`src/rtl/player_sprite.sv`:
```
// Single Atari-style player object: 8-bit graphic with position, height,
// reflect and 1x/2x/4x stretch. Bus writes land in shadow registers and are
// copied to the active set at hpos == 0, so a line in progress never changes.
//
// state | meaning
// IDLE  | waiting for the start pixel of this line
// DRAW  | shifting out graphic bits, one per (PIXEL_UNIT << size) pixels
// DONE  | finished or clipped for this line; waits for hpos == 0
module player_sprite #(
    parameter int PIXEL_UNIT = 4,
    parameter int LINE_START = 88
) (
    input  logic       clk,
    input  logic       reset,
    input  logic       write_enable,
    input  logic [2:0] address,
    input  logic [7:0] data_in,
    input  logic [9:0] hpos,
    input  logic [9:0] vpos,
    input  logic       in_image,
    input  logic       is_fg,
    output logic       sprite_on,
    output logic [7:0] red,
    output logic [7:0] green,
    output logic [7:0] blue,
    output logic       collision
);

    localparam int SUB_W = $clog2(PIXEL_UNIT * 4);
    localparam logic [SUB_W-1:0] LAST_1X = SUB_W'(PIXEL_UNIT - 1);
    localparam logic [SUB_W-1:0] LAST_2X = SUB_W'(2 * PIXEL_UNIT - 1);
    localparam logic [SUB_W-1:0] LAST_4X = SUB_W'(4 * PIXEL_UNIT - 1);

    typedef enum logic [1:0] {IDLE, DRAW, DONE} state_t;

    state_t           r_state, w_state_nxt;
    logic [7:0]       r_gfx_sh, r_gfx;
    logic [9:0]       r_x_sh, r_x;
    logic             r_refl_sh, r_refl;
    logic [1:0]       r_size_sh, r_size;
    logic [9:0]       r_y_sh, r_y;
    logic [7:0]       r_h_sh, r_h;
    logic [7:0]       r_col_sh, r_col;
    logic [2:0]       r_bit_idx, w_bit_nxt, w_bit, w_bit_end;
    logic [SUB_W-1:0] r_sub, w_sub_nxt, w_sub, w_sub_last;
    logic             r_sprite_on, r_collision;
    logic [10:0]      w_y_end;
    logic             w_line_active, w_start_pos, w_drawing, w_pix;

    // 11-bit compares so a sprite near the bottom clips instead of wrapping
    assign w_y_end       = {1'b0, r_y} + {3'b000, r_h};
    assign w_line_active = (vpos >= r_y) && ({1'b0, vpos} < w_y_end);
    assign w_start_pos   = ({1'b0, hpos} == (11'(LINE_START) + {1'b0, r_x}));
    assign w_sub_last    = (r_size == 2'b00) ? LAST_1X :
                           (r_size == 2'b01) ? LAST_2X : LAST_4X;
    assign w_bit_end     = r_refl ? 3'd7 : 3'd0;

    // Shadow registers accept bus writes at any time
    always_ff @(posedge clk or negedge reset) begin
        if (!reset) begin
            r_gfx_sh  <= '0;
            r_x_sh    <= '0;
            r_refl_sh <= 1'b0;
            r_size_sh <= '0;
            r_y_sh    <= '0;
            r_h_sh    <= '0;
            r_col_sh  <= '0;
        end else if (write_enable) begin
            case (address)
                3'd0: r_gfx_sh <= data_in;
                3'd1: r_x_sh[7:0] <= data_in;
                3'd2: begin
                    r_x_sh[9:8] <= data_in[1:0];
                    r_refl_sh   <= data_in[4];
                    r_size_sh   <= data_in[6:5];
                end
                3'd3: r_y_sh[7:0] <= data_in;
                3'd4: r_y_sh[9:8] <= data_in[1:0];
                3'd5: r_h_sh <= data_in;
                3'd6: r_col_sh <= data_in;
                default: ;
            endcase
        end
    end

    // Active registers follow the shadows only at the line latch point
    always_ff @(posedge clk or negedge reset) begin
        if (!reset) begin
            r_gfx  <= '0;
            r_x    <= '0;
            r_refl <= 1'b0;
            r_size <= '0;
            r_y    <= '0;
            r_h    <= '0;
            r_col  <= '0;
        end else if (hpos == 10'd0) begin
            r_gfx  <= r_gfx_sh;
            r_x    <= r_x_sh;
            r_refl <= r_refl_sh;
            r_size <= r_size_sh;
            r_y    <= r_y_sh;
            r_h    <= r_h_sh;
            r_col  <= r_col_sh;
        end
    end

    // Next state and current bit; the start cycle already emits the first pixel
    always_comb begin
        w_state_nxt = r_state;
        w_bit_nxt   = r_bit_idx;
        w_sub_nxt   = r_sub;
        w_bit       = r_bit_idx;
        w_sub       = r_sub;
        w_drawing   = 1'b0;
        case (r_state)
            IDLE: begin
                if (w_start_pos && w_line_active && in_image) begin
                    w_drawing   = 1'b1;
                    w_bit       = r_refl ? 3'd0 : 3'd7;
                    w_sub       = '0;
                    w_state_nxt = DRAW;
                end
            end
            DRAW: begin
                if (!in_image) begin
                    w_state_nxt = DONE;
                end else begin
                    w_drawing = 1'b1;
                end
            end
            DONE: begin
                if (hpos == 10'd0) begin
                    w_state_nxt = IDLE;
                end
            end
            default: w_state_nxt = IDLE;
        endcase
        if (w_drawing) begin
            if (w_sub == w_sub_last) begin
                w_sub_nxt = '0;
                w_bit_nxt = w_bit;
                if (w_bit == w_bit_end) begin
                    w_state_nxt = DONE;
                end else begin
                    w_bit_nxt = r_refl ? (w_bit + 3'd1) : (w_bit - 3'd1);
                end
            end else begin
                w_sub_nxt = w_sub + SUB_W'(1);
                w_bit_nxt = w_bit;
            end
        end
    end

    assign w_pix = w_drawing && r_gfx[w_bit];

    // FSM state and bit/sub-pixel counters
    always_ff @(posedge clk or negedge reset) begin
        if (!reset) begin
            r_state   <= IDLE;
            r_bit_idx <= '0;
            r_sub     <= '0;
        end else begin
            r_state   <= w_state_nxt;
            r_bit_idx <= w_bit_nxt;
            r_sub     <= w_sub_nxt;
        end
    end

    // Registered pixel and sticky collision; a new overlap beats a clear
    always_ff @(posedge clk or negedge reset) begin
        if (!reset) begin
            r_sprite_on <= 1'b0;
            r_collision <= 1'b0;
        end else begin
            r_sprite_on <= w_pix;
            if (w_pix && is_fg) begin
                r_collision <= 1'b1;
            end else if (write_enable && (address == 3'd7)) begin
                r_collision <= 1'b0;
            end
        end
    end

    assign sprite_on = r_sprite_on;
    assign collision = r_collision;
    assign red       = {r_col[7:5], r_col[7:5], r_col[7:6]};
    assign green     = {r_col[4:2], r_col[4:2], r_col[4:3]};
    assign blue      = {r_col[1:0], r_col[1:0], r_col[1:0], r_col[1:0]};

endmodule

```
`config.mk`:
```
export PLATFORM = sky130hd
export DESIGN_NAME = player_sprite
export DESIGN_NICKNAME = d
export VERILOG_FILES = /design/src/rtl/player_sprite.sv
export SDC_FILE = /design/constraint.sdc
export NUM_CORES = 1
export LEC_CHECK = 0
export ABC_AREA = 1
export CAP_MARGIN = 5
export CORE_ASPECT_RATIO = 1.25
export CORE_MARGIN = 2
export CORE_UTILIZATION = 25
export CTS_BUF_LIST = sky130_fd_sc_hd__clkbuf_4 sky130_fd_sc_hd__clkbuf_8
export CTS_CLUSTER_SIZE = 30
export DETAILED_ROUTE_END_ITERATION = 8
export MAX_ROUTING_LAYER = met4
export SYNTH_ARGS = -nofsm -noshare
export SYNTH_HDL_FRONTEND = slang
export SYNTH_SLANG_ARGS = --single-unit
```
`constraint.sdc`:
```
create_clock -name clk -period 4.7 [get_ports clk]
set_input_delay 0.705 -clock clk [delete_from_list [all_inputs] [get_ports clk]]
set_output_delay 0.705 -clock clk [all_outputs]
set_load 0.02 [all_outputs]
```
### Word-level counts from Yosys, hierarchy flattened

Cells that the tools add are included.

| operators by class | value |
|---|---|
| $add $sub $neg | 5 |
| magnitude comparators | 3 |
| eq/ne operators | 13 |
| muxes and demuxes | 26 |
| reductions and logical operators | 18 |

Operator list:

| kind | number |
|---|---|
| $mux W3 | 7 |
| $mux W4 | 5 |
| $reduce_and A2 Y1 | 7 |
| $eq A3 B3 Y1 const B | 4 |
| $mux W2 | 6 |
| $add A10 B8 Y11 | 1 |
| $add A7 B10 Y11 const A | 1 |
| $eq A10 B11 Y1 | 1 |
| $lt A10 B11 Y1 | 1 |
| $ge A10 B10 Y1 | 1 |
| $logic_not A10 Y1 | 1 |
| $eq A3 B2 Y1 const B | 2 |
| $logic_and A1 B1 Y1 | 6 |
| $pmux W2 S3 | 1 |
| $mux W1 | 5 |
| $add A4 B1 Y4 const B | 1 |
| $eq A2 B1 Y1 const B | 2 |
| $eq A4 B4 Y1 | 1 |
| $logic_not A2 Y1 | 2 |
| $lt A3 B4 Y1 const B | 1 |
| $add A3 B1 Y3 const B | 1 |
| $bmux W1 S3 | 1 |
| $eq A3 B1 Y1 const B | 1 |
| $eq A3 B3 Y1 | 1 |
| other kinds (5) | 5 |

| storage, ports and cells | value |
|---|---|
| register bits after elaboration | 105 |
| input bits | 36 |
| output and inout port bits | 26 |
| logic and storage cells | 86 |

### Longest topological paths before layout

| depth | value |
|---|---|
| depth in word-level cells | 12 |
| depth in mapped cells | 29 |
| mapped depth without buffers | 28 |

### Worst setup path after synthesis

OpenSTA, ideal clock, no wires.

| path | value |
|---|---|
| path type | flip-flop to flip-flop |
| start | register r_y[0] |
| end | register r_bit_idx[2] |
| library setup time | 0.117 ns |
| data arrival time | 3.542 ns |
| data required time | 4.583 ns |
| slack | 1.041 ns |
| stages on the path, launching flop included | 27 |
| buffers on the path | 1 |
| clock period less this slack | 3.659 ns |
| path through | dfrtp_1 ha_1 fa_1 a21oi_1 o21bai_2 a21oi_1 o21ai_0 xor2_1 ha_1 a21o_1 nor2_1 nand2_1 nand2_1 nand2_1 nand2_1 nand2_1 nand2_1 nand3_2 buf_6 nand2_1 nand2_2 ha_1 nand3_2 nand2_2 nand2_1 nand3_1 nand2_1 |

| on the way | value |
|---|---|
| word-level cells in the longest chain between the ends | 11 |
| elaborated cells on any way between the ends | 19 |
| those cells by class | add/sub (3); order compare (2); eq/ne (2); mux (9); reduce/logical (3) |

Ends and longest elaborated chain:

| what | RTL line | RTL |
|---|---|---|
| start, declared | 41 | `logic [9:0] r_y_sh, r_y;` |
| start signal, assigned | 101 | `r_y <= r_y_sh;` |
| $add A10 B8 Y11 | 51 | `assign w_y_end = {1'b0, r_y} + {3'b000, r_h};` |
| $lt A10 B11 Y1 | 52 | `assign w_line_active = (vpos >= r_y) && ({1'b0, vpos} < w_y_end);` |
| $logic_and A1 B1 Y1 * | 52 |  |
| $logic_and A1 B1 Y1 * (2 in a row) | 117 | `if (w_start_pos && w_line_active && in_image) begin` |
| $mux W3 | 117 |  |
| $mux W3 | 115 | `case (r_state)` |
| $sub A3 B1 Y3 / $add A3 B1 Y3 (equally long branches) | 145 | `w_bit_nxt = r_refl ? (w_bit + 3'd1) : (w_bit - 3'd1);` |
| $mux W3 | 145 |  |
| $mux W3 | 142 | `if (w_bit == w_bit_end) begin` |
| $mux W3 | 139 | `if (w_sub == w_sub_last) begin` |
| end signal, assigned | 164 | `r_bit_idx <= w_bit_nxt;` |
| end, declared | 44 | `logic [2:0] r_bit_idx, w_bit_nxt, w_bit, w_bit_end;` |

Mark *: on every way between the ends. The rest lies on a longest branch, timed or not.
A chain may end at the register's enable or synchronous reset.

### Worst setup path after layout

Ends and elaborated chain as after synthesis.

==> results.md <==
* CP endpoint kind: register
* Layout cell share with drive strength beyond 1 at 8.499%
* Status: finished, final reports clean
* Final worst path period need at 4.127 ns
* HPWL after detailed placement at 8.864 mm
* # placed instances at 973
* WS Path Type: reg2reg
* Initial Util at 25.27%
* Slew Limit Fails at 0
* Hold Vio Cnt, Final at 0
* Worst-Margin Slew at 0.8540 ns
* IO Pins at 62
* DR pass1 iterations at 4
* GRT Util Overall at 11.55%
* Area growth from synthesis to layout at 18.39%
* Arrival time worst endpoint at 4.39 ns
* Cell type with the highest aggregate area in the netlist: dfrtp_1
* Clk slew on worst S/H paths at 0.09 ns
* Pleak at 3.300 nW
* Global-route wire length before repair at 20.75 mm
* CTS Sinks at 105
* Top_reg_cell synth: dfrtp_1
* Synthesis warning total at 0
* Seq/Total Area, Yosys at 46.97%
* Post-synth cell types at 33
* Final nets at 768
* Cts hold-fix bufs at 0
* Port-buffer cells at 61
* Place WS at 0.5936 ns
* Post-CTS sizing at 0
* Final WL at 12.19 mm
* Hold Crit Class: in2async
* Commonest cells post-synth: 178 x nand2_1, 105 x dfrtp_1, 86 x o21ai_0
* Syn Area/Cell at 8.489 um2
* Pwr Total at 1.955 mW
* Drt drc at 0
* Syn Nets at 726
* Startpoint types: register
* Yosys reg bits at 105
* F_max at 242.3 MHz
* Total die area at 0.02360 mm2
* Post-synth ARST share at 100.0%
* Post-Syn Area at 0.005594 mm2
* Overflow after GRT at 0
* Antenna Cells at 0
* Std cell rows at 61
* DR WL/cell at 12.33 um
* Setup slack after layout at 0.5731 ns
* # Max-Cap Violations at 0
* Crit-path max FO at 12
* Post-synth EDFFs at 0
* Placer Congestion at 0.8268
* Area after DPL at 0.006384 mm2
* Area contributors post-synth: dfrtp_1 47%, nand2_1 12%, o21ai_0 7.7%
* Post-CTS setup buffers at 0
* H-tree lvl count at 3
* P per Cell Area at 295.2 mW/mm2
* Most frequent cell after synthesis: nand2_1
* Largest net degree at the start of global routing at 77
* Clk buf depth at 2
* CP Data Required Time at 4.97 ns
* CTS tree: built
* Tcrit/Tclk final at 87.81%
* Initial antenna violation count at 0
* Core area at 0.02213 mm2
* # setup viols final at 0
* Final instance area at 0.006623 mm2
* Final clock skew at 0.01075 ns
* Post-Syn Instances at 659
* Non-Filler Instances at 989
* VDD IR max at 0.1260 mV
* Unrepaired setup endpoints after global routing: false
* Die Y-Extent at 171.2 um
* Final ANT Viol Nets at 0
* Routed via count at 4275
* Inserted Clock Buffers at 9
* Drt initial violations at 237
* Post-synth top area share at 46.97%
* Fin Setup TNS at 0 ns
* Root buf cell: clkbuf_8
* Vias in the first global route at 4296
* DIE WIDTH at 137.8 um
* Slew headroom at 43.07%
* Skew-Pair Late Insertion Delay at 0.38 ns
* Vias/cell at 4.323
cell usage in the layout, fill, tap and decap left out, types with 2 or more instances in the layout:
cell type,count
nor4_1,3
nand4_1,5
a21oi_1,12
clkbuf_8,12
dfrtp_1,105
bufinv_16,2
xnor2_1,3
o21ai_1,2
nand3_2,4
nor2_1,21
buf_4,3
inv_2,2
nand3_4,2
mux2_2,19
o21ai_0,86
xor2_1,8
o31ai_1,3
nor2_2,2
ha_1,30
clkdlybuf4s50_1,60
nand3_1,38
nand2_1,178
inv_1,80
o21bai_1,2
nand3b_1,3
a21o_1,2
nor3_1,3
nand2_2,8
logic make-up after synthesis:
| logic type | after synthesis | synth area share, % |
|---|---|---|
| buffers and inverters | 114 | 8.947 |
| DFF | 105 | 46.97 |
| AOI/OAI and AO/OA | 109 | 10.20 |
| xor gates and xnor gates | 11 | 1.722 |
| and+or+nand+nor | 270 | 21.27 |
| adders and majority gates | 31 | 7.068 |
| muxes | 19 | 3.825 |
state kept, by name (all words and copies together), names as in the netlist, 8 cells and up:
name / count
r_x: 10
r_x_sh: 10
r_y: 10
r_y_sh: 10
r_col: 8
r_col_sh: 8
r_gfx: 8
r_gfx_sh: 8
r_h: 8
r_h_sh: 8
layout make-up:
class | instances | area (um2)
Multi-Input combinational cell | 440 | 2471
Timing Repair Buffer | 63 | 623.1
Clock buffer | 12 | 165.2
Clock inverter | 4 | 73.82
Inverter | 82 | 307.8
Fill cell | 2396 | 15510
Sequential cell | 105 | 2628
Tap cell | 283 | 354.1
metrics by stage:
stage	hold WS [ns]	utilization (%)
detailed placement	0.4674	28.84
floorplan	0.4094	-
finish	0.4384	29.92
global placement	0.4635	28.84
CTS	0.4719	29.92
global route	0.5024	29.92
path summary, 6_finish.rpt:
check	cells past startpoint	slack (ns)	startpoint	end
max in group asynchronous	2	3.24	reset	r_h_sh[4]
max reg2reg	25	0.57	r_y[0]	r_bit_idx[2]
min in group clk	2	0.49	r_col_sh[5]	r_col_sh[5]
min	1	0.44	reset	r_sub[3]
min reg2reg	2	0.49	r_col_sh[5]	r_col_sh[5]
max	25	0.57	r_y[0]	r_bit_idx[2]
power breakdown:
group | internal, mW | switching (mW) | total [mW]
clock network | 0.344 | 0.307 | 0.651
registers | 0.993 | 0.0511 | 1.04
logic | 0.112 | 0.149 | 0.260
worst max-delay path: stages, from the launching register on:
cell      delay (ns)
dfrtp_1         0.41
ha_1            0.23
fa_1            0.41
a21oi_1         0.19
o21bai_2        0.10
a21oi_1         0.13
o21ai_0         0.10
xor2_1          0.15
ha_1            0.30
a21o_1          0.18
nor2_1          0.09
nand2_1         0.05
nand2_1         0.05
nand2_1         0.05
nand2_1         0.05
nand2_1         0.04
nand2_1         0.15
nand3_2         0.28
nand2_1         0.16
nand2_2         0.09
ha_1            0.37
nand3_2         0.14
nand2_2         0.11
nand2_1         0.05
nand3_1         0.07
nand2_1         0.06
routing by layer:
metal / track usage [%] / vias to the layer above / routed length [um]
met4: 4.259 / 0 / 226
met5: - / - / 0
met1: 15.04 / 1985 / 5866
met2: 18.26 / 79 / 5593
li1: - / 2196 / -
met3: 1.709 / 15 / 504
Power figures use the tool's default switching activity.
